===== config.mk =====
export PLATFORM = sky130hd
export DESIGN_NAME = uart_rx
export DESIGN_NICKNAME = d
export VERILOG_FILES = /design/src/rtl/uart_rx.sv
export SDC_FILE = /design/constraint.sdc
export NUM_CORES = 1
export LEC_CHECK = 0
export CORE_ASPECT_RATIO = 1.75
export CORE_MARGIN = 8
export CORE_UTILIZATION = 60
export CTS_CLUSTER_DIAMETER = 50
export DETAILED_ROUTE_END_ITERATION = 7
export GPL_ROUTABILITY_DRIVEN = 0
export MAX_ROUTING_LAYER = met4
export PLACE_DENSITY = 0.84
export SLEW_MARGIN = 25
export SYNTH_ARGS = -nofsm -noshare
export SYNTH_HDL_FRONTEND = slang
export SYNTH_SLANG_ARGS = --single-unit

===== constraint.sdc =====
create_clock -name clk -period 4.9 [get_ports clk]
set_input_delay 1.225 -clock clk [delete_from_list [all_inputs] [get_ports clk]]
set_output_delay 1.225 -clock clk [all_outputs]
set_load 0.02 [all_outputs]

===== src/rtl/uart_rx.sv =====
// Oversampling UART receiver: start detect, centre-sampled data, stop check; optional even parity via UART_RX_PARITY_EN.
// Latency: NB_STOP/2 + (NB_DATA+1)*NB_STOP ticks (+NB_STOP with parity) plus 2 clk from line fall to o_rxdone.
// Backpressure: none; each frame result is a single-cycle strobe that must be captured when it appears.
module uart_rx #(
    parameter int NB_DATA = 8,
    parameter int NB_STOP = 16
) (
    input  logic               clk,
    input  logic               i_rst,
    input  logic               i_tick,
    input  logic               i_rx,
    output logic [NB_DATA-1:0] o_data,
    output logic               o_rxdone,
    output logic               o_frame_err
`ifdef UART_RX_PARITY_EN
    ,
    output logic               o_parity_err
`endif
);

    localparam int TW = (NB_STOP > 2) ? $clog2(NB_STOP) : 1;
    localparam int BW = (NB_DATA > 2) ? $clog2(NB_DATA) : 1;
    localparam logic [TW-1:0] TICK_HALF = TW'(NB_STOP / 2 - 1);
    localparam logic [TW-1:0] TICK_LAST = TW'(NB_STOP - 1);
    localparam logic [BW-1:0] BIT_LAST  = BW'(NB_DATA - 1);

`ifdef UART_RX_PARITY_EN
    typedef enum logic [4:0] {
        S_IDLE   = 5'b00001,
        S_START  = 5'b00010,
        S_DATA   = 5'b00100,
        S_PARITY = 5'b01000,
        S_STOP   = 5'b10000
    } state_t;
`else
    typedef enum logic [3:0] {
        S_IDLE  = 4'b0001,
        S_START = 4'b0010,
        S_DATA  = 4'b0100,
        S_STOP  = 4'b1000
    } state_t;
`endif

    state_t               state_q, state_d;
    logic [TW-1:0]        tick_cnt_q, tick_cnt_d;
    logic [BW-1:0]        bit_cnt_q, bit_cnt_d;
    logic [NB_DATA-1:0]   shift_q, shift_d;
    logic [NB_DATA-1:0]   data_q, data_d;
    logic                 rxdone_q, rxdone_d;
    logic                 frame_err_q, frame_err_d;
    logic                 rx_q, rx_prev_q, armed_q;
    logic                 fall;
`ifdef UART_RX_PARITY_EN
    logic                 par_q, par_d;
    logic                 parity_err_q, parity_err_d;
`endif

    // armed_q keeps a line that is already low out of reset from looking like a start edge
    assign fall = armed_q & rx_prev_q & ~rx_q;

    always_ff @(posedge clk or posedge i_rst) begin
        if (i_rst) begin
            state_q     <= S_IDLE;
            tick_cnt_q  <= '0;
            bit_cnt_q   <= '0;
            shift_q     <= '0;
            data_q      <= '0;
            rxdone_q    <= 1'b0;
            frame_err_q <= 1'b0;
            rx_q        <= 1'b1;
            rx_prev_q   <= 1'b1;
            armed_q     <= 1'b0;
`ifdef UART_RX_PARITY_EN
            par_q        <= 1'b0;
            parity_err_q <= 1'b0;
`endif
        end else begin
            state_q     <= state_d;
            tick_cnt_q  <= tick_cnt_d;
            bit_cnt_q   <= bit_cnt_d;
            shift_q     <= shift_d;
            data_q      <= data_d;
            rxdone_q    <= rxdone_d;
            frame_err_q <= frame_err_d;
            rx_q        <= i_rx;
            rx_prev_q   <= rx_q;
            armed_q     <= armed_q | i_rx;
`ifdef UART_RX_PARITY_EN
            par_q        <= par_d;
            parity_err_q <= parity_err_d;
`endif
        end
    end

    always_comb begin
        state_d     = state_q;
        tick_cnt_d  = tick_cnt_q;
        bit_cnt_d   = bit_cnt_q;
        shift_d     = shift_q;
        data_d      = data_q;
        rxdone_d    = 1'b0;
        frame_err_d = 1'b0;
`ifdef UART_RX_PARITY_EN
        par_d        = par_q;
        parity_err_d = 1'b0;
`endif
        case (state_q)
            S_IDLE: begin
                if (fall) begin
                    state_d    = S_START;
                    tick_cnt_d = '0;
                end
            end
            S_START: begin
                if (i_tick) begin
                    if (tick_cnt_q == TICK_HALF) begin
                        if (!rx_q) begin
                            state_d    = S_DATA;
                            tick_cnt_d = '0;
                            bit_cnt_d  = '0;
                        end else begin
                            state_d = S_IDLE;
                        end
                    end else begin
                        tick_cnt_d = tick_cnt_q + TW'(1);
                    end
                end
            end
            S_DATA: begin
                if (i_tick) begin
                    if (tick_cnt_q == TICK_LAST) begin
                        shift_d    = {rx_q, shift_q[NB_DATA-1:1]};
                        tick_cnt_d = '0;
                        if (bit_cnt_q == BIT_LAST) begin
`ifdef UART_RX_PARITY_EN
                            state_d = S_PARITY;
`else
                            state_d = S_STOP;
`endif
                        end else begin
                            bit_cnt_d = bit_cnt_q + BW'(1);
                        end
                    end else begin
                        tick_cnt_d = tick_cnt_q + TW'(1);
                    end
                end
            end
`ifdef UART_RX_PARITY_EN
            S_PARITY: begin
                if (i_tick) begin
                    if (tick_cnt_q == TICK_LAST) begin
                        par_d      = rx_q;
                        tick_cnt_d = '0;
                        state_d    = S_STOP;
                    end else begin
                        tick_cnt_d = tick_cnt_q + TW'(1);
                    end
                end
            end
`endif
            S_STOP: begin
                if (i_tick) begin
                    if (tick_cnt_q == TICK_LAST) begin
                        tick_cnt_d = '0;
                        // an edge coinciding with frame completion must not be lost
                        state_d    = fall ? S_START : S_IDLE;
                        if (!rx_q) begin
                            frame_err_d = 1'b1;
`ifdef UART_RX_PARITY_EN
                        end else if (^{shift_q, par_q}) begin
                            parity_err_d = 1'b1;
`endif
                        end else begin
                            data_d   = shift_q;
                            rxdone_d = 1'b1;
                        end
                    end else begin
                        tick_cnt_d = tick_cnt_q + TW'(1);
                    end
                end
            end
            default: begin
                state_d = S_IDLE;
            end
        endcase
    end

    assign o_data      = data_q;
    assign o_rxdone    = rxdone_q;
    assign o_frame_err = frame_err_q;
`ifdef UART_RX_PARITY_EN
    assign o_parity_err = parity_err_q;
`endif

endmodule


After elaboration in Yosys (flattened, before gate mapping)

Cells that the tools add are included.

Latch bits: 0
Output and inout bits: 10
ROM bits: 0
Input port bits: 4
RAM bits: 0
Flip-flop bits (word level): 32
Memories: 0
Word-level logic and storage cells: 76

Shift operators: 0
Add/sub/neg operators: 2
Multipliers: 0
Div/mod/pow operators: 0
Equal/unequal tests: 19
Bitwise logic cells: 4
Reduce and logical (&&, ||, !) cells: 8
Muxes and demuxes: 33
Order comparisons: 0

Operators with widths:

| cell                | number |
|---|---|
| $mux 4              | 14 |
| $mux 3              | 7 |
| $ne 2x2->1 const B  | 10 |
| $pmux 4 s4          | 1 |
| $pmux 4 s3          | 1 |
| $eq 4x3->1 const B  | 2 |
| $eq 4x4->1 const B  | 2 |
| $mux 1              | 8 |
| $reduce_and 8->1    | 1 |
| $reduce_and 7->1    | 1 |
| $pmux 3 s2          | 1 |
| $reduce_and 5->1    | 1 |
| $add 4x1->4 const B | 1 |
| $eq 4x1->1 const B  | 1 |
| $eq 4x2->1 const B  | 1 |
| $reduce_and 4->1    | 1 |
| $add 3x1->3 const B | 1 |
| $eq 3x3->1 const B  | 1 |
| $ne 3x3->1 const B  | 1 |
| $reduce_and 3->1    | 1 |
| $reduce_bool 3->1   | 1 |
| $and 1x1->1         | 2 |
| $mux 2              | 1 |
| $ne 2x1->1 const B  | 1 |
| 4 further kinds     | 4 |

Longest topological paths before layout

Depth in word-level cells: 6
Depth in mapped cells: 6

Worst setup path after synthesis

OpenSTA, ideal clock, no wires.

Path type: input -> register
From: input port i_tick
To: register tick_cnt_q[0]
Setup slack: 2.574 ns
Arrival time: 2.199 ns
Stages on the path: 5
Buffers on the path: 0
Library setup time: 0.128 ns
Path through: nand3b_1 -> o31a_1 -> o31ai_2 -> and2_1 -> mux2_1

Cells in the longest elaborated chain, start to end: 2
Elaborated cells on any way between the ends: 3
Classes of those cells: 2 x eq/ne; 1 x reduce/logical

RTL lines:

| item                                                             | RTL line | source |
|---|---|---|
| start, declared                                                  | 10       | `input logic i_tick,` |
| $ne 2x1->1 (no source line) / $ne 2x2->1 (equally long branches) | --       |  |
| $reduce_and 5->1 (no source line) (*)                            | --       |  |
| end signal, assigned                                             | 79       | `tick_cnt_q <= tick_cnt_d;` |
| end, declared                                                    | 45       | `logic [TW-1:0] tick_cnt_q, tick_cnt_d;` |

Mark *: on every way between the ends. The rest lies on a longest branch, timed or not.
A chain may end at the register's enable or synchronous reset.

Worst setup path in the final report

Ends and elaborated chain as after synthesis.

==> results.ini <==
[run_status]
run_status=finished clean

[clock_network]
post_cts_buffers=0
clk_latency_ns=0.29
cts_hold_buf=0
cts_tree=built
cts_sinks=32
cts_resized=0
cts_inserted_buffers=5
cts-htree-levels=2
clkTransAtPathRegs_ns=0.06
cts_buffer_depth=2
cts_root_buf=clkbuf_8

[setup_path]
path_class=in2reg
arrival_ns=2.86
worstSetupEndpointType=flip-flop
cp_max_fo=5
worstSetupStartpointType=primary input
cp_data_required_time_ns=5.07

[drt]
initialDrtViolationCount=17
vias_per_cell=6.011
routedWlPerCell_um=17.11
drtAntennaViolNets=0
vias=1094
totalWireLength_mm=3.114
route.detailed.drc=0
drtPass1Iterations=4

[grt]
antenna_found_initial=0
grt_pass1_wl_mm=5.382
track_usage_pct=15.89
grt_pass1_vias=1157
overflow=0
grt_max_degree=33

[finish]
antennaDiodeCount=0
area_growth_pct=14.56
fin_nets=162
post-route-util_pct=73.09
drive_gt1_share_pct=21.15

[floorplan]
io_pins=14
core-area_um2=2492
fp-row-count=24
fp.dieH_um=84.11
dieArea_um2=4619
die_x_um=54.92
start_util_pct=63.81

[power_and_ir_drop]
cellLeakagePower_nw=0.8461
peakVddDrop_v=0.0003192
cellPowerDensity_nw_per_um2=408.1

[sta]
rsz0062_at_grt=no
fmaxAchievable_mhz=372.4
tightestPinTransition_ns=0.8334
setup_viol=0
hold_violations=0
whs_ns=0.4144
slew_violations=0
finalCritPeriodShare_pct=54.80
final.setup.tns_ns=0
skew_ns=0.009087
fin_crit_ns=2.685
layout_setup_ws_ns=2.215
max_slew_margin_pct=43.66

[synth]
synth_area_leaders=dfrtp_1 46%, mux2_2 9.9%, dfstp_2 5.0%
yosys.area.top_type=dfrtp_1
yosys.cell_types.count=43
synthCells=140
synth_edf_count=0
synth_warnings=0
synth_top_flop_cell=dfrtp_1
syn-num-nets=147
yosysTopAreaCellShare_pct=45.63
syn_area_per_cell_um2=11.36
ys_ff_latch=32
yosysMostFrequentCell=dfrtp_1
ys_top_cells_by_count=29 x dfrtp_1, 14 x mux2_2, 10 x a21oi_1, 10 x nand2_1, 7 x nor2_1
yosysSeqAreaShare_pct=50.59
async_flop_share_pct=100.0
syn-cell-area_um2=1590

[placement]
dp.final_hpwl_mm=2.190
port_buffers=13
preCtsSetupSlack_ns=1.932

[job]
drv_cap=0

[worst_hold_path]
min-delay-path-class=reg2reg

path summary, 6_finish.rpt:
kind                                   startpoint                         to  slack [ns]  depth (start not counted)
max in group asynchronous                   i_rst  tick_cnt_q[2]$_DFFE_PP0P_        3.14                          2
setup / recovery                           i_tick  tick_cnt_q[0]$_DFFE_PP0P_        2.21                          6
setup reg to reg           state_q[2]$_DFFE_PP0P_     state_q[2]$_DFFE_PP0P_        2.62                          5
hold reg to reg                    rx_q$_DFF_PP1_        rx_prev_q$_DFF_PP1_        0.41                          0
min in group asynchronous                   i_rst     state_q[3]$_DFFE_PP0P_        1.33                          2
hold / removal                     rx_q$_DFF_PP1_        rx_prev_q$_DFF_PP1_        0.41                          0
report_power, final:
group / leakage, nW / internal [mW] / switching, mW / total (mW)
Sequential: 0.419 / 0.289 / 0.0507 / 0.340
Combinational: 0.383 / 0.0909 / 0.102 / 0.193
Clock: 0.0445 / 0.114 / 0.0968 / 0.211
Total: 0.846 / 0.494 / 0.250 / 0.743
sequential cells by signal (all words and copies together) (netlist names):
name,flops
o_rxdone,1
armed_q,1
tick_cnt_q,4
bit_cnt_q,3
rx_prev_q,1
state_q,4
o_frame_err,1
rx_q,1
shift_q,8
o_data,8
through the flow:
stage | cells | instance area, um^2 | total power [mW]
after global routing | 182 | 1822 | 0.7837
after CTS | 182 | 1822 | 0.7447
after detailed placement | 174 | 1728 | 0.5342
after floorplan | 140 | 1590 | 0.4980
after global placement | 174 | 1728 | 0.5270
final | 182 | 1822 | 0.7435
routing by layer:
layer | GRT usage [%] | part of all wire, %
met1 | 17.25 | 39
met2 | 24.46 | 54
met3 | 5.536 | 4.8
met4 | 7.692 | 2.4
met5 | - | 0
area by class of cell:
| type | count | area, um^2 |
|---|---|---|
| Clock inverter | 1 | 7.507 |
| Inverter | 7 | 26.28 |
| Fill cell | 172 | 670.6 |
| Multi-Input combinational cell | 96 | 734.5 |
| Tap cell | 26 | 32.53 |
| Clock buffer | 7 | 86.33 |
| Sequential cell | 32 | 804.5 |
| Timing Repair Buffer | 13 | 130.1 |
critical path, cell delays in order:
cell             delay (ns)
clkdlybuf4s50_1        0.52
nand3b_1               0.10
o31a_1                 0.13
o31ai_2                0.33
and2_1                 0.23
mux2_1                 0.32
layout by cell type (no fill, tap or decap), types with 2 or more instances in the layout:
master,count
dfrtp_1,29
mux2_2,14
clkdlybuf4s50_1,13
nand2_1,10
a21oi_1,10
nor2_1,7
clkbuf_8,6
inv_1,5
mux2i_1,5
nand3_1,4
mux2_1,4
nand3b_1,3
nor3_1,3
ha_1,3
dfstp_2,3
or4b_1,2
nor4b_1,2
a31oi_1,2
inv_2,2
o21ai_1,2
nor2_2,2
and2_1,2
nand2b_1,2
cell families after synthesis:
group	count (synthesis)	synth area share, %
AOI/OAI and AO/OA	21	8.419
xor gates and xnor gates	2	1.102
adders and majority gates	3	2.361
buffers and inverters	12	3.226
DFF	32	50.59
muxes	24	16.84
and+or+nand+nor	46	17.47
Power figures use the tool's default switching activity.
